--- src/rtl/xbar_out_arb.sv ---
// Crossbar output-port arbiter: round-robin packet (wormhole) arbitration over
// NPORT inputs feeding a single registered output stage with ready/valid flow control.
module xbar_out_arb #(
    parameter int NPORT = 5,
    parameter int DW    = 32
) (
    input  logic                clk,
    input  logic                rst_n,
    input  logic [NPORT-1:0]    in_valid,
    input  logic [NPORT*DW-1:0] in_data,
    input  logic [NPORT-1:0]    in_tail,
    output logic [NPORT-1:0]    in_ready,
    output logic                out_valid,
    output logic [DW-1:0]       out_data,
    output logic                out_tail,
    input  logic                out_ready,
    output logic [NPORT-1:0]    grant,
    output logic                busy
);

    localparam int PW = (NPORT > 1) ? $clog2(NPORT) : 1;

    typedef enum logic {IDLE, LOCKED} state_t;

    state_t        state_q, state_d;
    logic [PW-1:0] owner_q, rr_ptr_q;
    logic [PW-1:0] pick, sel;
    logic          pick_vld, sel_vld, load_en, xfer;
    logic [DW-1:0] data_arr [NPORT];

    logic          vld_p1, tail_p1;
    logic [DW-1:0] data_p1;

    // Port index a+k, wrapped into 0..NPORT-1 (a < NPORT, k < NPORT).
    function automatic logic [PW-1:0] wrap_inc(input logic [PW-1:0] a, input int k);
        int s;
        s = int'(a) + k;
        if (s >= NPORT) s = s - NPORT;
        return PW'(s);
    endfunction

    function automatic logic [NPORT-1:0] onehot(input logic [PW-1:0] idx);
        logic [NPORT-1:0] v;
        v      = '0;
        v[idx] = 1'b1;
        return v;
    endfunction

    for (genvar i = 0; i < NPORT; i++) begin : g_split
        assign data_arr[i] = in_data[i*DW +: DW];
    end

    // Descending scan so the port closest to rr_ptr is the last (winning) hit.
    always_comb begin
        pick     = '0;
        pick_vld = 1'b0;
        for (int k = NPORT - 1; k >= 0; k--) begin
            if (in_valid[wrap_inc(rr_ptr_q, k)]) begin
                pick     = wrap_inc(rr_ptr_q, k);
                pick_vld = 1'b1;
            end
        end
    end

    always_comb begin
        load_en = !vld_p1 || out_ready;
        sel     = pick;
        sel_vld = pick_vld;
        if (state_q == LOCKED) begin
            sel     = owner_q;
            sel_vld = 1'b1;
        end
        in_ready = (sel_vld && load_en && rst_n) ? onehot(sel) : '0;
        xfer     = sel_vld && in_valid[sel] && load_en && rst_n;
        if (state_q == LOCKED)
            grant = onehot(owner_q);
        else if (pick_vld)
            grant = onehot(pick);
        else
            grant = '0;
        busy    = (state_q == LOCKED);
        state_d = state_q;
        if (xfer)
            state_d = in_tail[sel] ? IDLE : LOCKED;
    end

    // Stage p1: arbitration state and the registered output flit.
    always_ff @(posedge clk) begin
        if (!rst_n) begin
            state_q  <= IDLE;
            owner_q  <= '0;
            rr_ptr_q <= '0;
            vld_p1   <= 1'b0;
            data_p1  <= '0;
            tail_p1  <= 1'b0;
        end else begin
            state_q <= state_d;
            if (xfer && state_q == IDLE)
                owner_q <= sel;
            if (xfer && in_tail[sel])
                rr_ptr_q <= wrap_inc(sel, 1);
            if (load_en) begin
                vld_p1 <= xfer;
                if (xfer) begin
                    data_p1 <= data_arr[sel];
                    tail_p1 <= in_tail[sel];
                end
            end
        end
    end

    assign out_valid = vld_p1;
    assign out_data  = data_p1;
    assign out_tail  = tail_p1;

endmodule

--- config.mk ---
export PLATFORM = sky130hd
export DESIGN_NAME = xbar_out_arb
export DESIGN_NICKNAME = d
export VERILOG_FILES = /design/src/rtl/xbar_out_arb.sv
export SDC_FILE = /design/constraint.sdc
export NUM_CORES = 1
export LEC_CHECK = 0
export ABC_AREA = 1
export BUFFER_PORTS_ARGS = -buffer_cell sky130_fd_sc_hd__buf_4
export CORE_MARGIN = 1
export CORE_UTILIZATION = 45
export DETAILED_ROUTE_END_ITERATION = 8
export PLACE_DENSITY = 0.79
export SYNTH_ARGS = -nofsm -noshare
export SYNTH_HDL_FRONTEND = slang
export SYNTH_SLANG_ARGS = --single-unit
--- constraint.sdc ---
create_clock -name clk -period 4.5 [get_ports clk]
set_input_delay 0 -clock clk [delete_from_list [all_inputs] [get_ports clk]]
set_output_delay 0 -clock clk [all_outputs]
set_load 0.02 [all_outputs]
==> flow_summary.json <==
{
  "ios": 218,
  "cts_buffers": 5,
  "fin_skew_ns": 0.0113,
  "syn_inst": 768,
  "critPathMaxFanout": 24,
  "nets": 1148,
  "vias": 5479,
  "hold_path_class": "in -> reg",
  "gr-usage-met1_pct": 38.2,
  "worst-slew-pin-transition_ns": 0.834,
  "cpMaxStageDelayCell": "dfxtp_1",
  "path_clk_slew_ns": 0.08,
  "cts_resized": 0,
  "grtUsageTotal_pct": 28.5,
  "via_per_inst": 5.02,
  "busiest_layer": "met2",
  "synth_top_family_by_area": "simple AND/OR/NAND/NOR gates",
  "synth_compound_area_share_pct": 17.4,
  "ys_ff_latch": 41,
  "chipWidth_um": 101,
  "cts_htree_levels": 2,
  "grt_pass1_wl_um": 22900,
  "crit_top_cell": "nand2_1",
  "yosysMostFrequentCell": "nand2_1",
  "drive_above_1_share_pct": 29.3,
  "dp_hpwl_um": 11600,
  "yosys-top-cells-area": "nand2_1 24%, dfxtp_1 19%, inv_1 7.8%",
  "clockRootBuffer": "clkbuf_8",
  "grt_pass1_vias": 4749,
  "syn-cell-area_um2": 4370,
  "finalSetupViolCount": 0,
  "rr_endpoint": "busy",
  "rr_startpoint": "rr_ptr_q[1]",
  "crit_type": "reg -> out",
  "drc_errors": 0,
  "hold_viol_final": 0,
  "slowest_delay_ns": 0.50,
  "antenna_found_initial": 0,
  "yosys_warnings": 0,
  "drtAntennaViolNets": 0,
  "min_to": "out_data[0]",
  "yosysTopAreaCellShare_pct": 23.7,
  "ys_seq_area_share_pct": 18.8,
  "drv_slew": 0,
  "synthAdderAreaFrac_pct": 3.61,
  "synthMuxAreaShare_pct": 0,
  "yosysTopAreaCell": "nand2_1",
  "io_buffers": 217,
  "tritoncts": "built",
  "hp-start": "in_data[128]",
  "crit_required_ns": 4.50,
  "floorplan.rows": 35,
  "grtUsageMet2_pct": 48.1,
  "fillCellCount": 937,
  "ff2ff_setup_slack_ns": 0.54,
  "postSynthAreaPerCell_um2": 5.69,
  "die_area_um2": 10100,
  "tns_ns": 0,
  "synth-edff-count": 0,
  "max_freq_mhz": 239,
  "die_height_um": 101,
  "r2r.worst_path.cells": 25,
  "wl_per_cell_um": 13.5,
  "outcome": "completed",
  "synth-simple-area-share_pct": 45.6,
  "use_met3_pct": 4.09,
  "area_delta_synth_final_pct": 38.9,
  "ys.flop_type": "dfxtp_1",
  "postCtsSetupRepairBufs": 0,
  "grt_max_degree": 51,
  "holdPathStages": 5,
  "crit_chain": "inv_1 > ha_1 > ha_1 > nand2_1 > nand2_2 > o21ai_1 > nand3_1 > nand2_2 > nand2_2 > nand2_1 > nand2_1 > nand2_1 > nand2_1 > nand2_1 > nand2_1 > nand3_2 > nand2_4 > nor2_4 > inv_1 > nor2_1 > buf_4",
  "drt_pass1_iterations": 5,
  "start_util_pct": 46.9,
  "grt_overflow": 0,
  "clockBufferDepth": 2,
  "synth_commonest_cells": "276 x nand2_1, 91 x inv_1, 68 x nor2_1",
  "drt-total-wl_um": 14800,
  "rsz0062_at_grt": "false",
  "cp-end-kind": "output port",
  "cts.sinks": 41,
  "slew_headroom_pct": 44.3,
  "multi_input_area_um2": 2940,
  "finalCriticalPeriod_ns": 4.18,
  "drt_iter0_markers": 213,
  "ys_types": 36,
  "maxCapViolations": 0,
  "start_kind": "flip-flop",
  "worstSkewPairLatency_ns": 0.29,
  "finalCritPeriodShare_pct": 92.9,
  "ff_latch_area_um2": 821,
  "antenna_cells": 0,
  "yosys.area_share.xor_xnor_pct": 0.572,
  "gp_congestion": 0.934,
  "synth.net_count": 953,
  "coreArea_um2": 9330,
  "critPathArrivalTime_ns": 4.18,
  "async_flop_share_pct": 0
}
-- critical path: cells and delay by family (launching register included) --
| family | cells | cell delay (ns) |
|---|---|---|
| AND/OR/NAND/NOR | 15 | 1.78 |
| buffers and inverters | 3 | 0.82 |
| adder cells (fa/ha/maj) | 2 | 0.58 |
| flip-flops | 1 | 0.50 |
| AO/OA/AOI/OAI | 1 | 0.20 |
-- what timing repair did --
action / in CTS / in global routing
hold endpoints to repair: 1 / 0
setup endpoints to repair: 0 / 0
hold buffers: 1 / 0
-- flip-flops by register name, summed over array words and instances, names as in the netlist --
signal	flops
owner_q	3
out_data	32
rr_ptr_q	3
busy	1
out_tail	1
out_valid	1
-- layout by cell type, fill, tap and decap left out, types with 2 or more instances in the layout --
master    netlist  final
nand3_2         7      7
nor2_1         68     68
ha_1           11     11
o211ai_1       45     45
nand4_1         3      3
nand3_1        45     45
a21oi_1        33     33
o21ai_1        21     21
dfxtp_1        41     41
nand3b_1        2      2
o21ai_0        17     17
clkbuf_8        0      6
o21ai_2         3      3
a31o_2          2      2
buf_4          10    224
nor3_1         23     23
nor2_4          3      3
nand2_4         4      4
inv_1          91     91
nand2_1       276    276
inv_2           7      7
nand2_2        17     17
-- area by class of cell --
cell class                      instances  area share [%]
Timing Repair Buffer                  225            27.9
Clock inverter                          1           0.124
Clock buffer                            6            1.36
Multi-Input combinational cell        592            48.4
Tap cell                              129            2.66
Sequential cell                        41            13.5
Inverter                               98            6.06
-- worst max-delay path by stage --
stage                startpoint  cells past startpoint     endpoint  slack (ns)
floorplan           rr_ptr_q[0]                     28  rr_ptr_q[0]        0.98
global placement    rr_ptr_q[1]                     28         busy        0.68
detailed placement  rr_ptr_q[1]                     28         busy        0.59
CTS                 rr_ptr_q[1]                     21  in_ready[0]        0.43
global route        rr_ptr_q[1]                     21  in_ready[0]        0.02
finish              rr_ptr_q[1]                     21  in_ready[0]        0.32
-- layer usage --
layer | wire [um] | vias to the layer above
met4 | 320 | 0
met3 | 937 | 20
met1 | 6490 | 2409
li1 | - | 2838
met5 | 0 | -
met2 | 7010 | 212
-- cells by family after synthesis --
| kind of cell | Yosys count |
|---|---|
| and+or+nand+nor | 455 |
| buffers and inverters | 135 |
| AOI/OAI and AO/OA | 123 |
| DFF | 41 |
| adders and majority gates | 12 |
| xor gates and xnor gates | 2 |
-- through the flow --
stage | cells | setup WS (ns) | hold slack [ns] | util, % | area (um^2)
3_3_place_gp | 1084 | 0.681 | 0.301 | 64.0 | 5970
3_5_place_dp | 1084 | 0.592 | 0.310 | 64.0 | 5970
6_report | 1092 | 0.319 | 0.00378 | 65.1 | 6070
4_1_cts | 1092 | 0.429 | 0.00341 | 65.1 | 6070
2_1_floorplan | 768 | 0.982 | 0.174 | - | 4370
5_1_grt | 1092 | 0.0226 | 0.0266 | 65.1 | 6070
Power is left out: the tool's default activity adds up to more than one toggle a clock period on the data nets, which glitch-free logic cannot reach.
